==> src/rtl/imem_arbiter_pkg.sv <==
// Shared types and constants for the instruction-memory arbiter.
// Request address width, lock FSM states and read-owner codes.
package imem_arbiter_pkg;

  localparam int unsigned REG_SIZE = 32;

  typedef enum logic [1:0] {
    ST_NORMAL,
    ST_DRAIN,
    ST_LOCKED
  } state_t;

  typedef enum logic {
    OWN_F,
    OWN_D
  } owner_t;

endpackage

==> src/rtl/imem_tag_pipe.sv <==
// Valid/owner shift register matching the BRAM read latency.
// f_pending flags fetch reads that will still be in flight after this cycle.
module imem_tag_pipe
  import imem_arbiter_pkg::*;
#(
  parameter int unsigned DEPTH = 1
) (
  input  logic   clk,
  input  logic   reset,
  input  logic   in_valid,
  input  owner_t in_owner,
  output logic   out_valid,
  output owner_t out_owner,
  output logic   f_pending
);

  logic [DEPTH-1:0] vld;
  owner_t           own [DEPTH];

  always_ff @(posedge clk) begin
    if (!reset) begin
      vld <= '0;
      for (int unsigned i = 0; i < DEPTH; i++) own[i] <= OWN_D;
    end else begin
      vld[0] <= in_valid;
      own[0] <= in_owner;
      for (int unsigned i = 1; i < DEPTH; i++) begin
        vld[i] <= vld[i-1];
        own[i] <= own[i-1];
      end
    end
  end

  // The output stage is delivered this cycle, so it does not hold off the lock.
  always_comb begin
    f_pending = 1'b0;
    for (int unsigned i = 0; i + 1 < DEPTH; i++) begin
      if (vld[i] && own[i] == OWN_F) f_pending = 1'b1;
    end
  end

  assign out_valid = vld[DEPTH-1];
  assign out_owner = own[DEPTH-1];

endmodule

==> src/rtl/imem_arbiter.sv <==
// Shares the instruction BRAM port between CPU fetch and the debug/loader port,
// with round-robin arbitration and a lock mode that drains and holds off fetch.
module imem_arbiter
  import imem_arbiter_pkg::*;
#(
  parameter int unsigned ADDR_W   = 10,
  parameter int unsigned DATA_W   = 32,
  parameter int unsigned READ_LAT = 1
) (
  input  logic                clk,
  input  logic                reset,
  input  logic                f_req,
  input  logic [REG_SIZE-1:0] f_addr,
  output logic                f_gnt,
  output logic                f_rvalid,
  output logic [DATA_W-1:0]   f_rdata,
  input  logic                d_req,
  input  logic                d_we,
  input  logic [REG_SIZE-1:0] d_addr,
  input  logic [DATA_W-1:0]   d_wdata,
  input  logic                d_lock,
  output logic                d_gnt,
  output logic                d_rvalid,
  output logic [DATA_W-1:0]   d_rdata,
  output logic                locked,
  output logic                m_we,
  output logic [ADDR_W-1:0]   m_addr,
  output logic [DATA_W-1:0]   m_wdata,
  input  logic [DATA_W-1:0]   m_rdata
);

  state_t            state, state_nxt;
  owner_t            last_win;
  logic [ADDR_W-1:0] addr_q;
  logic              p_valid, f_pending;
  owner_t            p_owner;
  logic              unused_addr_bits;

  assign unused_addr_bits = ^{f_addr[REG_SIZE-1:ADDR_W], d_addr[REG_SIZE-1:ADDR_W]};

  always_ff @(posedge clk) begin
    if (!reset) begin
      state    <= ST_NORMAL;
      last_win <= OWN_D;
      addr_q   <= '0;
    end else begin
      state  <= state_nxt;
      addr_q <= m_addr;
      if (f_gnt)      last_win <= OWN_F;
      else if (d_gnt) last_win <= OWN_D;
    end
  end

  always_comb begin
    state_nxt = state;
    f_gnt     = 1'b0;
    d_gnt     = 1'b0;
    case (state)
      ST_NORMAL: begin
        if (f_req && d_req) begin
          f_gnt = (last_win == OWN_D);
          d_gnt = (last_win == OWN_F);
        end else begin
          f_gnt = f_req;
          d_gnt = d_req;
        end
        if (d_lock) state_nxt = ST_DRAIN;
      end
      ST_DRAIN: begin
        d_gnt = d_req;
        if (!d_lock)         state_nxt = ST_NORMAL;
        else if (!f_pending) state_nxt = ST_LOCKED;
      end
      ST_LOCKED: begin
        d_gnt = d_req;
        if (!d_lock) state_nxt = ST_NORMAL;
      end
      default: state_nxt = ST_NORMAL;
    endcase
    if (!reset) begin
      f_gnt = 1'b0;
      d_gnt = 1'b0;
    end
  end

  // Address is held from the last grant so the BRAM port stays quiet when idle.
  assign m_addr  = f_gnt ? f_addr[ADDR_W-1:0] : (d_gnt ? d_addr[ADDR_W-1:0] : addr_q);
  assign m_we    = d_gnt & d_we;
  assign m_wdata = d_wdata;

  imem_tag_pipe #(.DEPTH(READ_LAT)) u_tag_pipe (
    .clk       (clk),
    .reset     (reset),
    .in_valid  (f_gnt | (d_gnt & ~d_we)),
    .in_owner  (f_gnt ? OWN_F : OWN_D),
    .out_valid (p_valid),
    .out_owner (p_owner),
    .f_pending (f_pending)
  );

  // Gated by reset so a read completing in the reset cycle is dropped, not returned.
  assign f_rvalid = reset & p_valid & (p_owner == OWN_F);
  assign d_rvalid = reset & p_valid & (p_owner == OWN_D);
  assign f_rdata  = m_rdata;
  assign d_rdata  = m_rdata;
  assign locked   = (state == ST_LOCKED);

endmodule

==> config.mk <==
export PLATFORM = sky130hd
export DESIGN_NAME = imem_arbiter
export DESIGN_NICKNAME = d
export VERILOG_FILES = /design/src/rtl/imem_arbiter_pkg.sv /design/src/rtl/imem_tag_pipe.sv /design/src/rtl/imem_arbiter.sv
export SDC_FILE = /design/constraint.sdc
export NUM_CORES = 1
export LEC_CHECK = 0
export ABC_AREA = 1
export CORE_AREA = 2 2 96 98
export CTS_CLUSTER_DIAMETER = 80
export CTS_CLUSTER_SIZE = 28
export DETAILED_ROUTE_END_ITERATION = 10
export DIE_AREA = 0 0 98 100
export DONT_BUFFER_PORTS = 1
export HOLD_SLACK_MARGIN = 0.1
export PLACE_DENSITY = 0.44
export SETUP_SLACK_MARGIN = 0.5
export SLEW_MARGIN = 10
export SYNTH_ARGS = -nofsm -noshare
export SYNTH_HDL_FRONTEND = slang
export SYNTH_SLANG_ARGS = --single-unit
export TNS_END_PERCENT = 50
==> constraint.sdc <==
create_clock -name clk -period 1.8 [get_ports clk]
set_clock_uncertainty 0.15 [all_clocks]
set_input_delay 0.54 -clock clk [delete_from_list [all_inputs] [get_ports clk]]
set_output_delay 0.54 -clock clk [all_outputs]
set_load 0.01 [all_outputs]
# --- Word-level counts from Yosys, hierarchy flattened ---
# Memories as Yosys holds them, arrays and structs flattened.
# Index checks and enable logic that the tools add are counted.
totals:
  reg_bits: 14
  mem_bits_rw: 1
  input_bits: 134
  output_inout_bits: 112
  elab_cells: 43
  memories: 1
classes:
  eq_ne: 4
  mux: 19
  n_bitwise: 9
  n_reduce_logical: 6
mem_list:
  columns: ["name", "depth", "width", "read_ports", "rd_ports_with_merged_regs", "wr", "line_no", "text"]
  rows:
  - ["u_tag_pipe.own", 1, 1, 1, 0, 1, "imem_tag_pipe.sv:18", "owner_t own [DEPTH];"]
op_table:
  columns: ["op", "count"]
  rows:
  - ["2-to-1 mux 10 bit", 2]
  - ["2-to-1 mux 1 bit", 12]
  - ["2-to-1 mux 2 bit", 3]
  - ["one-hot mux 2 bit (3 select lines)", 1]
  - ["AND 1 bit", 5]
  - ["!= test 2 bit (second input constant)", 2]
  - ["NOT 1 bit", 3]
  - ["equality test 2 x 1 -> 1 bit (second input constant)", 1]
  - ["equality test 2 bit (second input constant)", 1]
  - ["zero test 2 bit", 1]
  - ["one-hot mux 1 bit (2 select lines)", 1]
  - ["AND reduction 2 bit", 1]
  - ["nonzero test 2 bit", 1]
  - ["OR reduction 2 bit", 1]
  - ["logical AND 1 bit", 1]
  - ["bitwise OR 1 bit", 1]
  - ["OR reduction 1 bit", 1]

# --- Longest topological paths before layout ---
# Gate-level depths: netlist of run 1.
logic_depth:
  ltp_word: 6
  ltp_mapped: 10
  ltp_nobuf: 9

# --- By module ---
# A second synthesis of run 1 with hierarchy kept.
unflattened:
  hier_cells: 233
  hier_area_um2: 1606.5
by_module_without_submodules:
  columns: ["module", "instances", "cells_per_inst", "area_per_inst_um2", "seq_area_each_um2"]
  rows:
  - ["imem_arbiter", 1, 225, 1540.2, 260.2]
  - ["imem_tag_pipe", 1, 8, 66.3, 40.0]

# --- Worst setup path before layout of run 1 ---
# OpenSTA, ideal clock, no wires.
synth_timing:
  path_type: "input to output"
  from: "in reset"
  to: "out m_addr[2]"
  arrival_time_ps: 1375
  t_required_ps: 1110
  slack_ps: -265
  stages: 8
  path_buffers: 2
  path_cell_list: "buf_4 nand2_2 nor2_4 inv_2 buf_6 or2_0 nand2_1 inv_1"
synth_between:
  elab_cells_between_ends: 4
  classes_between: "mux (4)"
synth_rtl:
  columns: ["element", "line_no", "text"]
  rows:
  - ["from (decl)", "imem_arbiter.sv:11", "input logic reset,"]
  - ["2-to-1 mux 1 bit", "imem_arbiter.sv:80", "if (!reset) begin"]
  - ["net f_gnt", "imem_arbiter.sv:14", "output logic f_gnt,"]
  - ["2-to-1 mux 10 bit", "imem_arbiter.sv:87", "assign m_addr = f_gnt ? f_addr[ADDR_W-1:0] : (d_gnt ? d_addr[ADDR_W-1:0] : addr_q);"]
  - ["to (decl)", "imem_arbiter.sv:27", "output logic [ADDR_W-1:0] m_addr,"]
# The timed path passes the listed nets, and every way through them passes these cells.

# --- Worst setup path after layout of run 1 ---
layout_timing:
  from: "reg state[0]"
  to: "out m_addr[2]"
layout_between:
  elab_chain_cells: 6
  elab_cells_between_ends: 10
  classes_between: "eq/ne (2); mux (6); reduce/logical (2)"
layout_lines:
  columns: ["element", "line_no", "text"]
  rows:
  - ["from (decl)", "imem_arbiter.sv:32", "state_t state, state_nxt;"]
  - ["from (signal assigned)", "imem_arbiter.sv:47", "state <= state_nxt;"]
  - ["equality test 2 bit / equality test 2 x 1 -> 1 bit (equally long branches)", "imem_arbiter.sv:58", "case (state)"]
  - ["OR reduction 2 bit (no source line)", null, null]
  - ["one-hot mux 1 bit (2 select lines)", "imem_arbiter.sv:58", null]
  - ["2-to-1 mux 1 bit", "imem_arbiter.sv:80", null]
  - ["2-to-1 mux 10 bit", "imem_arbiter.sv:87", null]
  - ["2-to-1 mux 10 bit *", "imem_arbiter.sv:87", null]
# Every way passes the cells marked *; elsewhere a longest branch is shown, timed or not.

==> results of run 1 <==
[logic make-up (layout without fill, tap and decap cells)]
group,Yosys count,after routing
fa+ha+maj,4,4
simple gates,78,78
buf+inv,124,59
flops,15,15
compound gates,5,5
[per-stage QoR]
step                util, %  std cells  setup TNS, ps  power, uW  worst slack [ps]
floorplan                 -        226          -1600        852              -180
global placement       13.5        252          -2280        727              -217
CTS                    15.7        266          -5050       1110              -438
detailed placement     13.5        252          -2290        728              -216
global route           18.6        272          -6580       1290              -550
finish                 18.6        272          -5400       1210              -467
[cell type report]
type,instances,area (um^2)
Inverter,20,92.6
Timing Repair Buffer,35,370
Multi-Input combinational cell,87,703
Tap cell,111,139
Fill cell,998,7230
Sequential cell,15,305
Clock buffer,4,45.0
[where the power goes]
group	internal, uW	switching (uW)	total [uW]
registers	367	24.2	392
logic	265	254	519
clock network	157	139	296
total	789	417	1210
[what timing repair did]
action                                 4_1_cts  5_1_grt
cloned                                       0        2
pin swaps                                   11       22
gates resized for setup                     21       50
setup endpoints to repair                   30       30
endpoints found under the hold margin        0        0
buffers inserted                            10        4
[state kept, by name, indices dropped and copies added, names as in the netlist]
register / count
addr_q: 10
last_win: 1
u_tag_pipe.own: 1
u_tag_pipe.out_valid: 1
state: 2
[metal layers]
| layer | wire, um | GRT usage [%] | vias to the layer above | share of wire [%] |
|---|---|---|---|---|
| li1 | - | - | 466 | - |
| met1 | 1420 | 7.07 | 468 | 36 |
| met2 | 2000 | 11.7 | 41 | 51 |
| met3 | 320 | 2.51 | 33 | 8.2 |
| met4 | 150 | 5.13 | 0 | 3.9 |
| met5 | 0 | 0 | - | 0 |
[cells in the final DEF, fill, tap and decap left out, types with 2 or more instances in the layout]
master,Yosys,layout
inv_1,19,3
dfxtp_1,15,11
nand2_1,27,5
or2_0,10,9
buf_4,98,23
buf_12,0,4
ha_1,4,2
dfxtp_2,0,4
nor2_1,17,8
clkbuf_8,0,3
nor2_2,0,2
inv_2,1,14
nand2_2,1,14
nand3_2,0,10
o21ai_2,0,2
nand2_4,0,9
clkbuf_16,0,2
nand4_1,10,10
inv_4,0,2
ha_4,0,2
nor2_4,1,8
buf_6,1,6
[worst reg2reg max path: cells and delay by family, from the launching register on]
family | cells | cell delay, ps
buffers and inverters | 6 | 570
adder cells (fa/ha/maj) | 1 | 160
flip-flops | 1 | 340
AND/OR/NAND/NOR | 5 | 500
[worst min path at each step]
stage	start	endpoint	slack, ps	cells past startpoint
2_1_floorplan	state[1]	state[1]	310	2
3_3_place_gp	last_win	last_win	370	2
3_5_place_dp	last_win	last_win	380	2
4_1_cts	reset	last_win	200	1
5_1_grt	reset	last_win	210	1
6_report	reset	last_win	210	1
==> metrics.md, run 1 <==
| Metric | Value |
|---|---|
| Drt pass-1 iters | 4 |
| CTS Root Cell | clkbuf_8 |
| R2r startpoint | state[1] |
| Outcome | complete, but fails checks |
| Slew Viols, Final | 0 |
| Antenna violation net count after detailed routing | 0 |
| Final nets | 300 |
| Synthesized net count | 364 |
| Final period util | 126% |
| Mapped Cells | ~230 |
| Largest net degree at the start of global routing | 24 |
| F_max | 441 MHz |
| Critical path fanouts, max | 5 |
| CTS tree | done |
| GRT Total Usage | slightly below 7% |
| Max Cap Viol | 0 |
| Setup crit end kind | primary output |
| Largest cells by area after synthesis | buf_4, dfxtp_1, nand2_1 |
| Global-route wire length before repair | between 5000 and 6000 um |
| Post-synth top area share | 46.3% |
| Critical Path Stages | 10 |
| Max stage delay on crit path | between 300 and 400 ps |
| RSZ-0062 raised after global routing | true |
| Num CTS Buffers | 3 |
| I/O Buffers | 0 |
| Seq cells post-synth | 15 |
| Worst-path clk slew | 70 ps |
| Top Ports | 246 |
| Top cells by count, synth | buf_4, nand2_1, inv_1 |
| Vias in the first global route | 958 |
| Area leader, netlist | buf_4 |
| Failing checks | setup timing |
| Pwr per Cell Area | 729 nW/um^2 |
| Hold Fails Final Rpt | 0 |
| Ys flop type | dfxtp_1 |
| Fin area | about 1700 um^2 |
| Worst path slowest cell | dfxtp_2 |
| Share of synthesized flip-flops with an asynchronous set or reset | 0% |
| Post-synth EDFFs | 0 |
| Simple-gate portion of the synthesized area | 23.1% |
| Setup ws final | -467 ps |
| Die W | 98 um |
| RR Endpoint | addr_q[4] |
| HP Class | input port to flip-flop |
| Worst path cell trace | inv_2, ha_4, inv_2, nand2_4, nand3_4, clkbuf_16, nand2_1, nand3_1, nand2_2, inv_2 |
| Leakage power | 0.000749 uW |
| Total die area | roughly 9800 um^2 |
| CP Class | flip-flop to primary output |
| Synthesis-to-layout area growth | 4.09% |
| CTS Hold Buffers Added | 0 |
| Worst vdd ir | around 0.25 mV |
| Critical Path Source Type | flip-flop |
| Post-synthesis compound-gate area fraction | 1.73% |
| Tmin final | 2270 ps |
| DP Area | 1200 um^2 |
| Netlist Area Pre-Place | 1590 um^2 |
| Initial Utilization | between 10% and 20% |
| DRT iter0 DRCs | 20 |
| Site Rows | 35 |
| Fin Hold WS | 214 ps |
| Detailed Route WL | 3890 um |
| Worst-margin pin slew | 493 ps |
| Critical path launch point | state[0] |
| Post-synthesis mux area share | 0% |
| Post-DR vias/cell | 3.71 |
| Critical path required time | 1110 ps |
| Sequential share of the synthesized area | roughly a fifth |
| Clock sinks | 15 |
| Crit path max-delay family | simple AND/OR/NAND/NOR gates |
| Post-synthesis xor/xnor area fraction | 0% |
| Syn Area/Cell | 7.04 um^2 |
| Skew-Pair Late Insertion Delay | around 250 ps |
| Adder-Cell Fraction of Synth Area | 3.15% |
| Vias | 1,008 |
| Initial antenna violation count | 0 |
| Final setup violation count | 14 |
| HPWL Detailed | 2470 um |
| Maximum buffer depth of the clock tree | 2 |
| Cell repeated most along the worst path | inv_2 |
| Most frequent cell after synthesis | buf_4 |
| Routability cong. | 0.661 |
| Avg WL per Cell | 14.3 um |
| Post-synth cell types | 19 |
| Yosys Warn Count | 0 |
| Layout cells sized above 1 | 67.1% |
| H-Tree Depth | 1 |
| Critical Path AT | ~1600 ps |
| Slew margin rel. | 67.1% |
| Grt ovf | 0 |
| CP bufs+invs | 4 |
| DRC Markers | 0 |
| CORE AREA | 8890 um^2 |
| Largest family of logic cells by synthesized area | buffers and inverters |
| Critical path endpoint | m_addr[2] |
| R2R Setup Slk | -10 ps |
| Worst Reg2Reg Path Length in Cells | 12 |
| Ant diodes | 0 |
| Die height | approximately 100 um |
No activity file was read; power rests on OpenSTA's default activity.
==> inputs of run 2 (changes only) <==
--- a/config.mk
+++ b/config.mk
@@ -15,7 +15,6 @@
 export HOLD_SLACK_MARGIN = 0.1
 export PLACE_DENSITY = 0.44
 export SETUP_SLACK_MARGIN = 0.5
-export SLEW_MARGIN = 10
 export SYNTH_ARGS = -nofsm -noshare
 export SYNTH_HDL_FRONTEND = slang
 export SYNTH_SLANG_ARGS = --single-unit
==> results of run 2 <==
Final layout, timing and power as in run 1 (identical DEF).
